### config.mk
export PLATFORM = sky130hd
export DESIGN_NAME = uart_rx_pynq
export DESIGN_NICKNAME = d
export VERILOG_FILES = /design/src/rtl/uart_pkg.sv /design/src/rtl/rx_sync_edge.sv /design/src/rtl/uart_rx_pynq.sv
export SDC_FILE = /design/constraint.sdc
export NUM_CORES = 1
export LEC_CHECK = 0
export ABC_AREA = 1
export BUFFER_PORTS_ARGS = -buffer_cell sky130_fd_sc_hd__clkbuf_2
export CAP_MARGIN = 40
export CORE_UTILIZATION = 53
export CTS_CLUSTER_SIZE = 14
export DETAILED_ROUTE_END_ITERATION = 6
export PLACE_DENSITY_LB_ADDON = 0.15
export SLEW_MARGIN = 5
export SYNTH_ARGS = -nofsm -noshare
export SYNTH_HDL_FRONTEND = slang
export SYNTH_HIERARCHICAL = 1
export SYNTH_SLANG_ARGS = --single-unit
### constraint.sdc
create_clock -name clk -period 1.3 [get_ports clk]
set_input_delay 0.13 -clock clk [delete_from_list [all_inputs] [get_ports clk]]
set_output_delay 0.13 -clock clk [all_outputs]
set_load 0.01 [all_outputs]
### src/rtl/uart_pkg.sv
// Shared UART definitions: receiver/transmitter state encoding, frame layout
// and the clock-to-baud divider used to size bit timers.
package uart_pkg;

  localparam int DATA_BITS = 8;
  localparam int STOP_IDX  = 9;

  typedef enum logic [1:0] {
    IDLE  = 2'd0,
    START = 2'd1,
    DATA  = 2'd2,
    STOP  = 2'd3
  } rx_state_e;

  function automatic int baud_div(input int clk_freq, input int baud);
    return clk_freq / baud;
  endfunction

endpackage

### src/rtl/rx_sync_edge.sv
// Two-flop synchronizer for an asynchronous input, plus a delay flop that
// turns the synchronized level into a one-cycle falling-edge pulse.
module rx_sync_edge #(
  parameter logic RST_VAL = 1'b1
) (
  input  logic clk,
  input  logic rst_n,
  input  logic din,
  output logic dout,
  output logic fall
);

  logic meta;
  logic dly;

  // Resetting to the idle level keeps a quiet line from looking like an edge.
  always_ff @(posedge clk or negedge rst_n) begin
    if (!rst_n) begin
      meta <= RST_VAL;
      dout <= RST_VAL;
      dly  <= RST_VAL;
    end else begin
      meta <= din;
      dout <= meta;
      dly  <= dout;
    end
  end

  assign fall = dly & ~dout;

endmodule

### src/rtl/uart_rx_pynq.sv
// 8N1 UART receiver for the PYNQ command path: mid-bit sampling, one-cycle
// po_flag on a good byte, one-cycle frame_err on a low stop bit.
module uart_rx_pynq
  import uart_pkg::*;
#(
  parameter int CLK_FREQ = 125_000_000,
  parameter int BAUD     = 115200
) (
  input  logic       clk,
  input  logic       rst_n,
  input  logic       rx,
  output logic [7:0] po_data,
  output logic       po_flag,
  output logic       frame_err
);

  localparam int N    = baud_div(CLK_FREQ, BAUD);
  localparam int HALF = N / 2;
  localparam int CW   = (N > 1) ? $clog2(N) : 1;

  localparam logic [CW-1:0] CNT_HALF = CW'(HALF);
  localparam logic [CW-1:0] CNT_LAST = CW'(N - 1);
  localparam logic [3:0]    IDX_LAST = 4'(DATA_BITS);
  localparam logic [3:0]    IDX_STOP = 4'(STOP_IDX);

  rx_state_e     state;
  logic [CW-1:0] baud_cnt;
  logic [3:0]    bit_idx;
  logic [7:0]    shreg;
  logic          rx_s;
  logic          rx_fall;
  logic          mid;
  logic          last;

  rx_sync_edge #(.RST_VAL(1'b1)) u_sync (
    .clk   (clk),
    .rst_n (rst_n),
    .din   (rx),
    .dout  (rx_s),
    .fall  (rx_fall)
  );

  assign mid  = (baud_cnt == CNT_HALF);
  assign last = (baud_cnt == CNT_LAST);

  always_ff @(posedge clk or negedge rst_n) begin
    if (!rst_n) begin
      state     <= IDLE;
      baud_cnt  <= '0;
      bit_idx   <= '0;
      shreg     <= '0;
      po_data   <= '0;
      po_flag   <= 1'b0;
      frame_err <= 1'b0;
    end else begin
      po_flag   <= 1'b0;
      frame_err <= 1'b0;
      case (state)
        IDLE: begin
          baud_cnt <= '0;
          bit_idx  <= '0;
          if (rx_fall) state <= START;
        end
        START: begin
          // A start bit that is high again at mid-bit was a glitch.
          if (mid && rx_s) begin
            state    <= IDLE;
            baud_cnt <= '0;
          end else if (last) begin
            state    <= DATA;
            baud_cnt <= '0;
            bit_idx  <= 4'd1;
          end else begin
            baud_cnt <= baud_cnt + 1'b1;
          end
        end
        DATA: begin
          if (mid) shreg <= {rx_s, shreg[7:1]};
          if (last) begin
            baud_cnt <= '0;
            if (bit_idx == IDX_LAST) begin
              state   <= STOP;
              bit_idx <= IDX_STOP;
            end else begin
              bit_idx <= bit_idx + 1'b1;
            end
          end else begin
            baud_cnt <= baud_cnt + 1'b1;
          end
        end
        STOP: begin
          // Leave mid stop bit so a start bit right behind it is still caught.
          if (mid) begin
            if (rx_s) begin
              po_data <= shreg;
              po_flag <= 1'b1;
            end else begin
              frame_err <= 1'b1;
            end
            state    <= IDLE;
            baud_cnt <= '0;
            bit_idx  <= '0;
          end else begin
            baud_cnt <= baud_cnt + 1'b1;
          end
        end
        default: state <= IDLE;
      endcase
    end
  end

endmodule
Word level (Yosys, flattened, before mapping)
Index checks and enable logic that the tools add are counted.

Logic and storage cells: 56. Bits in registers: 38. Output and inout bits: 10. Input bits: 3.

Muxes and demuxes: 23. $add $sub $neg: 2. Bitwise logic cells: 2. Reduce and logical (&&, ||, !) cells: 6. Equal/unequal tests: 13.

Operators with widths (number): $pmux 11 s4 (1); $mux 11 (3); $mux 4 (5); $pmux 4 s4 (1); $mux 2 (6); $ne 2x2->1 const B (6); $add 11x1->11 const B (1); $eq 11x10->1 const B (1); $eq 11x11->1 const B (1); $pmux 2 s4 (1); $mux 1 (6); $reduce_and 5->1 (1); $add 4x1->4 const B (1); $eq 2x2->1 const B (2); $eq 4x4->1 const B (1); $reduce_and 4->1 (1); $ne 3x3->1 const B (1); $reduce_and 3->1 (1); $eq 2x1->1 const B (1); $logic_not 2->1 (1); $reduce_and 2->1 (1); $and 1x1->1 (1); $logic_and 1x1->1 (1); $not 1->1 (1).

Logic depth before layout (Yosys ltp)
Gate-level depths: netlist of run 1.

Depth in word-level cells: 4. Gate-level depth with buffers: 11. Depth with buffers taken out: 11.

Modules after synthesis
Netlist of run 1, hierarchy kept.

By module, submodules not included: uart_rx_pynq (seq. area each 875.8 µm², cells an instance 205, instances 1, area an instance 1788.0 µm²); rx_sync_edge (seq. area each 78.8 µm², cells an instance 5, instances 1, area an instance 88.8 µm²).

Least setup slack after synthesis of run 1
OpenSTA, ideal clock, no wires.

Path type: register to register. Start point: reg baud_cnt[0]. End point: reg baud_cnt[10]. Library setup time: 0.120 ns. Clock period less this slack: 1.474 ns. Required time: 1.180 ns. Buffers on the path: 1. Path slack: -0.174 ns. Stages on the path, launching flop included: 11. Arrival: 1.354 ns. Cell sequence: dfrtp_1 inv_1 ha_1 inv_1 nor2_2 nand3_2 nor2_2 nor2_1 o21ai_2 buf_6 nor2_1.

Word-level cells in the longest chain between the ends: 4. Elaborated cells on any way between the ends: 8. Those cells by class: 1 x add/sub; 2 x eq/ne; 4 x mux; 1 x reduce/logical.

Ends and longest elaborated chain: start: declaration (RTL line uart_rx_pynq.sv:27) `logic [CW-1:0] baud_cnt;`; start signal: assignment (RTL line uart_rx_pynq.sv:74) `baud_cnt <= baud_cnt + 1'b1;`; start signal: assignment (RTL line uart_rx_pynq.sv:88) `baud_cnt <= baud_cnt + 1'b1;`; start signal: assignment (RTL line uart_rx_pynq.sv:104) `baud_cnt <= baud_cnt + 1'b1;`; $add 11x1->11 (tied with other cells) (RTL line uart_rx_pynq.sv:74, uart_rx_pynq.sv:88, uart_rx_pynq.sv:104); $mux 11 / $logic_and 1x1->1 (equally long branches) (RTL line uart_rx_pynq.sv:69, uart_rx_pynq.sv:79, uart_rx_pynq.sv:66); $mux 11 (RTL line uart_rx_pynq.sv:66) `if (mid && rx_s) begin`; $pmux 11 s4 (*) (RTL line uart_rx_pynq.sv:58) `case (state)`.

Every way passes the cells marked *; elsewhere a longest branch is shown, timed or not. A chain may end at the register's enable or synchronous reset.

Final worst setup path of run 1
Start point: reg baud_cnt[1]. End point: reg baud_cnt[8].

Same word-level chain as after synthesis.

==> results of run 1 <==
[registers in the layout, indices dropped and copies added, names as in the netlist, named ones only]
name and cells:
baud_cnt 11, u_sync/dout 1, po_flag 1, frame_err 1, po_data 8, bit_idx 4, state 1, u_sync/meta 1
shreg 8, u_sync/dly 1
[what timing repair did]
action                     4_1_cts  5_1_grt
setup endpoints to repair       35       35
hold buffers                     2        0
hold endpoints to repair        36        0
gates cloned                     1        2
setup buffers                    8        7
resized for setup               25       33
pin swaps                       13       11
[logic make-up (layout without fill, tap and decap cells)]
| kind of cell | after synthesis | in the layout | synth area share [%] |
|---|---|---|---|
| AOI/OAI and AO/OA | 28 | 28 | 9.40 |
| adders and majority gates | 9 | 9 | 6.00 |
| xor gates and xnor gates | 9 | 9 | 4.20 |
| and+or+nand+nor | 92 | 94 | 21.7 |
| DFF | 38 | 38 | 50.9 |
| buffers and inverters | 34 | 99 | 7.80 |
[synthesized netlist by cell type, types with 3 or more instances]
cell type and number:
nor2_2 7, dfrtp_1 35, nand4_1 5, o21ai_1 11, nand3_1 4, a21oi_1 5, inv_1 30, nor2_1 20
o21ai_2 9, ha_1 9, nand2_1 48, xor2_1 7, nand2_2 5, dfstp_2 3
[path summary, 6_finish.rpt]
| check | start | to | slack [ns] | depth (start not counted) |
|---|---|---|---|---|
| setup / recovery | baud_cnt[1] | baud_cnt[8] | -0.38 | 8 |
| hold / removal | rst_n | baud_cnt[6] | 0.33 | 3 |
| setup reg to reg | baud_cnt[1] | baud_cnt[8] | -0.38 | 8 |
| hold reg to reg | u_sync/meta | u_sync/dout | 0.36 | 0 |
| max in group asynchronous | rst_n | u_sync/dout | 0.59 | 3 |
| min in group clk | u_sync/meta | u_sync/dout | 0.36 | 0 |
[stage by stage]
step / instance area (um^2) / utilization (%) / hold WS (ns) / total power (W)
after floorplan: 1880 / - / -0.166 / 0.00206
after global placement: 2210 / 65.7 / 0.195 / 0.00248
after detailed placement: 2210 / 65.7 / 0.210 / 0.00252
after CTS: 2500 / 74.3 / 0.367 / 0.00376
after global routing: 2700 / 80.4 / 0.365 / 0.00424
final: 2700 / 80.4 / 0.331 / 0.00402
[final cells by class]
cell class | instances | area share, %
flip-flops and latches | 38 | 35.3
multi-input cells | 140 | 37.7
clock inverters | 1 | 1.11
well taps | 46 | 2.13
inverters | 31 | 4.53
repair buffers | 60 | 17.2
clock buffers | 7 | 2.04
[per-layer routing]
metal  global-route usage, %  share of wire [%]  vias up
met2                    43.8                 52       28
met4                    9.52                1.7        0
met1                    28.9                 44      787
met3                    5.67                2.5        9
met5                       0                  0        -
li1                        -                  -      787
[power groups by stage]
stage	combinational, W	clock [W]	sequential [W]
floorplan	0.000700	0	0.00136
global placement	0.00113	0	0.00135
detailed placement	0.00116	0	0.00136
CTS	0.00158	0.000864	0.00132
global route	0.00200	0.000901	0.00133
finish	0.00184	0.000855	0.00132
[worst max-delay path, cell delays in order (launching register included)]
cell and delay [ns]:
dfrtp_1 0.40, buf_4 0.15, buf_4 0.12, buf_4 0.13, ha_1 0.24, nand4_1 0.16, buf_4 0.14, xor2_2 0.19
nor2_4 0.05
==> run metrics, run 1 <==
clock tree sinks=38; IO buf count=12; setup TNS=-10.41 ns; grt total ovfl=0; cts bufs inserted=5; kind of critical path=reg2reg; HP Class=in2async; syn avg cell area=about 9 um^2; most area-consuming cells after synthesis=dfrtp_1 47%, nand2_1 9.6%, ha_1 6.0%; Post-Syn Nets=~220; critical path startpoint category=flip-flop; Yosys top cell by area=dfrtp_1; Int Power=around 0.0026 W; Gate power share=45.9%; RSZ-0062 raised after global routing=true; clk_lat worst skew=around 0.35 ns; Post-Syn Area=between 0.0015 and 0.002 mm^2; layout cells sized above 1=roughly 45%; yosys warns=6; Seq/Total Area, Yosys=between 50% and 60%; DRC=0; Initial Util=between 50% and 60%; Clock Skews=slightly above 0.01 ns; sequential share of power=about a third; Main synth FF type=dfrtp_1; required time of the critical path=roughly 1.6 ns; violated checks=setup timing; H-tree Lvls=2; Detail Route Antenna Nets=0; Switching Power=approximately 0.0014 W; Filler Cell Count=around 200; commonest cells after routing, fill and taps aside=42 x buf_4, 39 x nand2_1, 35 x dfrtp_1, 27 x inv_1; Max-Cap Viols=0; EDFF count, synth=0; area share of the leading cell type in the synthesized netlist=46.7%; area delta synth->final=44.1%; # diodes=0; Final period util=129%; largest net degree at the start of global routing=39; Global Route Usage Sum=roughly a quarter; count of final setup violators=35; clk buf depth=2; post-synthesis cell count=210; vias per cell=~5; full die area=between 0.003 and 0.004 mm^2; Synth async-reset ratio=100%; Placed Instances=approximately 300; min cycle time layout=around 1.7 ns; Multi-input gate area=0.00102 mm^2; fin worst setup slack=-0.377 ns; leakage power=1.30 nW; outcome=finished, violations left; crit path max fanout=4; initial drt markers=~60; peak supply drop=between 1000 and 1500 uV; Worst Path Arrival=between 1.5 and 2 ns; Sw Share=about a third; clock share of power=between 20% and 30%; pwr/cell area=1490 mW/mm^2; max-slew violations=0; io pins=13; via count=around 1,600; gpl congestion=~0.86; first-pass GRT wire length=approximately 6600 um; vias in the first global route=approximately 1,500; initial antenna violation count=0; Slew HR=between 60 and 70%; Yosys cell types=23; register area=955 um^2; Core Area=between 0.003 and 0.004 mm^2; Worst Setup End Kind=flip-flop; Worst-path clk slew=roughly 0.12 ns; drt wl/cell=14.0 um; WL final=between 4000 and 5000 um; DP HPWL=about 2500 um; synthesized flop and latch total=38; chip height=a little over 60 um; most common cell after layout, fill and taps aside=buf_4; CTS tree=built; pre-CTS setup slack=-0.302 ns; drt pass-1 iters=4; fmax=about 600 MHz; row count=21; Nets=roughly 290; Die Wd=~62 um; Final Hold Fails=0; root buffer cell=clkbuf_4; Slew @ Worst Pin=0.469 ns; post-route non-filler standard cell count=323
No activity file was read; power rests on OpenSTA's default activity.
==> run 2, diff against run 1 <==
CORE_UTILIZATION = 40   (was 53)
==> run metrics, run 2 (synthesized netlist as in run 1, its figures left out) <==
outcome=finished, violations left (unchanged); violated checks=setup timing (unchanged); min cycle time layout=1.61 ns (was 1.68 ns); crit path max fanout=5 (was 4); most common cell after layout, fill and taps aside=nand2_1 (was buf_4); H-tree Lvls=2 (unchanged); leakage power=1.24 nW (was 1.30 nW); Initial Util=42.2% (was 55.8%); crit path cell chain=inv_2, ha_4, inv_2, nor2_4, nand3_4, nor2_4, nor2_4, o21ai_4, clkbuf_16, nor2_1 (was buf_4, buf_4, buf_4, ha_1, nand4_1, buf_4, xor2_2, nor2_4); commonest cells after routing, fill and taps aside=43 x nand2_1, 39 x buf_4, 35 x dfrtp_1, 28 x inv_1, 13 x nor2_2 (was 42 x buf_4, 39 x nand2_1, 35 x dfrtp_1, 27 x inv_1); CP bufs+invs=3 (was 4); io pins=13 (unchanged); CP max stage cell=dfrtp_1 (unchanged); initial drt markers=60 (was 59); M1 wire length=1810 um (was 1990 um); fmax=620 MHz (was 596 MHz); RSZ-0062 raised after global routing=true (unchanged); pre-CTS setup slack=-0.286 ns (was -0.302 ns); Filler Cell Count=418 (was 198); setup TNS=-7.78 ns (was -10.41 ns); clk buf depth=2 (unchanged); area delta synth->final=40.3% (was 44.1%); pwr/cell area=1430 mW/mm^2 (was 1490 mW/mm^2); DRC=0 (unchanged); Worst Path Arrival=1.79 ns (was 1.94 ns); IO buf count=12 (unchanged); chip height=70.5 um (was 61.5 um); DP HPWL=2540 um (was 2480 um); highest metal used=met4 (unchanged); Worst-path clk slew=0.08 ns (was 0.12 ns); Max-Cap Viols=0 (unchanged); peak supply drop=648 uV (was 1070 uV); # diodes=0 (unchanged); critical path's top delay family=simple AND/OR/NAND/NOR gates (was buffers and inverters); Detail Route Antenna Nets=0 (unchanged); clock tree sinks=38 (unchanged); Core Area=0.00444 mm^2 (was 0.00336 mm^2); clk_lat worst skew=0.29 ns (was 0.35 ns); gpl congestion=0.809 (was 0.862); largest stage delay on the critical path=0.39 ns (was 0.40 ns); metal3 WL=115 um (was 114 um); Most flops, register=baud_cnt (unchanged); fin worst setup slack=-0.313 ns (was -0.377 ns); Worst Setup End Kind=flip-flop (unchanged); cts bufs inserted=5 (unchanged); via count=1,521 (was 1,611); HP Class=in2async (unchanged); worst reg-to-reg setup slack=-0.31 ns (was -0.38 ns); CTS tree=built (unchanged); Clock Skews=0.00480 ns (was 0.0102 ns); fin util=59.2% (was 80.4%); Regs by FF count=baud_cnt: 11 flops, po_data: 8 flops, shreg: 8 flops (unchanged); row count=24 (was 21); Largest register FFs=11 (unchanged); Final period util=124% (was 129%); drt pass-1 iters=4 (unchanged); largest net degree at the start of global routing=27 (was 39); vias in the first global route=1,468 (was 1,501); first-pass GRT wire length=6510 um (was 6580 um); initial antenna violation count=0 (unchanged); drt wl/cell=11.8 um (was 14.0 um); count of final setup violators=34 (was 35); critical path startpoint category=flip-flop (unchanged); grt total ovfl=0 (unchanged); root buffer cell=clkbuf_8 (was clkbuf_4); Slew HR=74.5% (was 68.8%); WL final=3860 um (was 4520 um); Slew @ Worst Pin=0.383 ns (was 0.469 ns); layout cells sized above 1=41.6% (was 45.5%); required time of the critical path=1.48 ns (was 1.56 ns); max-slew violations=0 (unchanged); Nets=285 (was 288); vias per cell=4.67 (was 4.99); kind of critical path=reg2reg (unchanged); Global Route Usage Sum=16.9% (was 24.7%); full die area=0.00497 mm^2 (was 0.00378 mm^2); Final Hold Fails=0 (unchanged); met2 wire length=1890 um (was 2340 um); most used cell, CP=nor2_4 (was buf_4); Die Wd=70.5 um (was 61.5 um)
[run 2: final timing paths]
check	startpoint	to	depth (start not counted)
max	baud_cnt[0]	baud_cnt[2]	10
min	rst_n	baud_cnt[8]	2
max reg2reg	baud_cnt[0]	baud_cnt[2]	10
min reg2reg	u_sync/meta	u_sync/dout	0
max in group asynchronous	rst_n	u_sync/dout	3
min in group clk	u_sync/meta	u_sync/dout	0
[run 2: metrics by stage]
step	area [um^2]	hold WS [ns]	total power [W]	cells
6_report	2630	0.281	0.00377	326
3_3_place_gp	2280	0.0590	0.00260	307
3_5_place_dp	2280	0.0672	0.00260	307
5_1_grt	2630	0.307	0.00405	326
2_1_floorplan	1880	-0.166	0.00206	210
4_1_cts	2470	0.295	0.00350	321
[run 2: area by class of cell]
class | count | area, um^2 | share of cell area (%)
inverters | 31 | 116 | 4.42
multi-input cells | 139 | 937 | 35.6
well taps | 52 | 65.1 | 2.47
flip-flops and latches | 38 | 955 | 36.3
clock buffers | 6 | 72.6 | 2.76
clock inverters | 2 | 13.8 | 0.523
repair buffers | 58 | 473 | 18.0
[run 2: per-layer routing]
| layer | up-vias | GRT usage [%] |
|---|---|---|
| li1 | 778 | - |
| met1 | 712 | 22.7 |
| met2 | 26 | 27.6 |
| met3 | 5 | 3.03 |
| met4 | 0 | 6.12 |
| met5 | - | 0 |
[run 2: repair_timing]
action	4_1_cts	5_1_grt
pin swaps	6	10
gates cloned	0	2
hold buffers	2	0
endpoints found under the setup margin	35	35
endpoints found under the hold margin	12	0
gates resized for setup	14	25
buffers inserted	4	3
[run 2: report_power, final]
group | switching, W | internal (W) | total [W]
logic | 0.000844 | 0.000791 | 0.00163
clock network | 0.000429 | 0.000379 | 0.000808
registers | 0.0000562 | 0.00127 | 0.00133
total | 0.00133 | 0.00244 | 0.00377
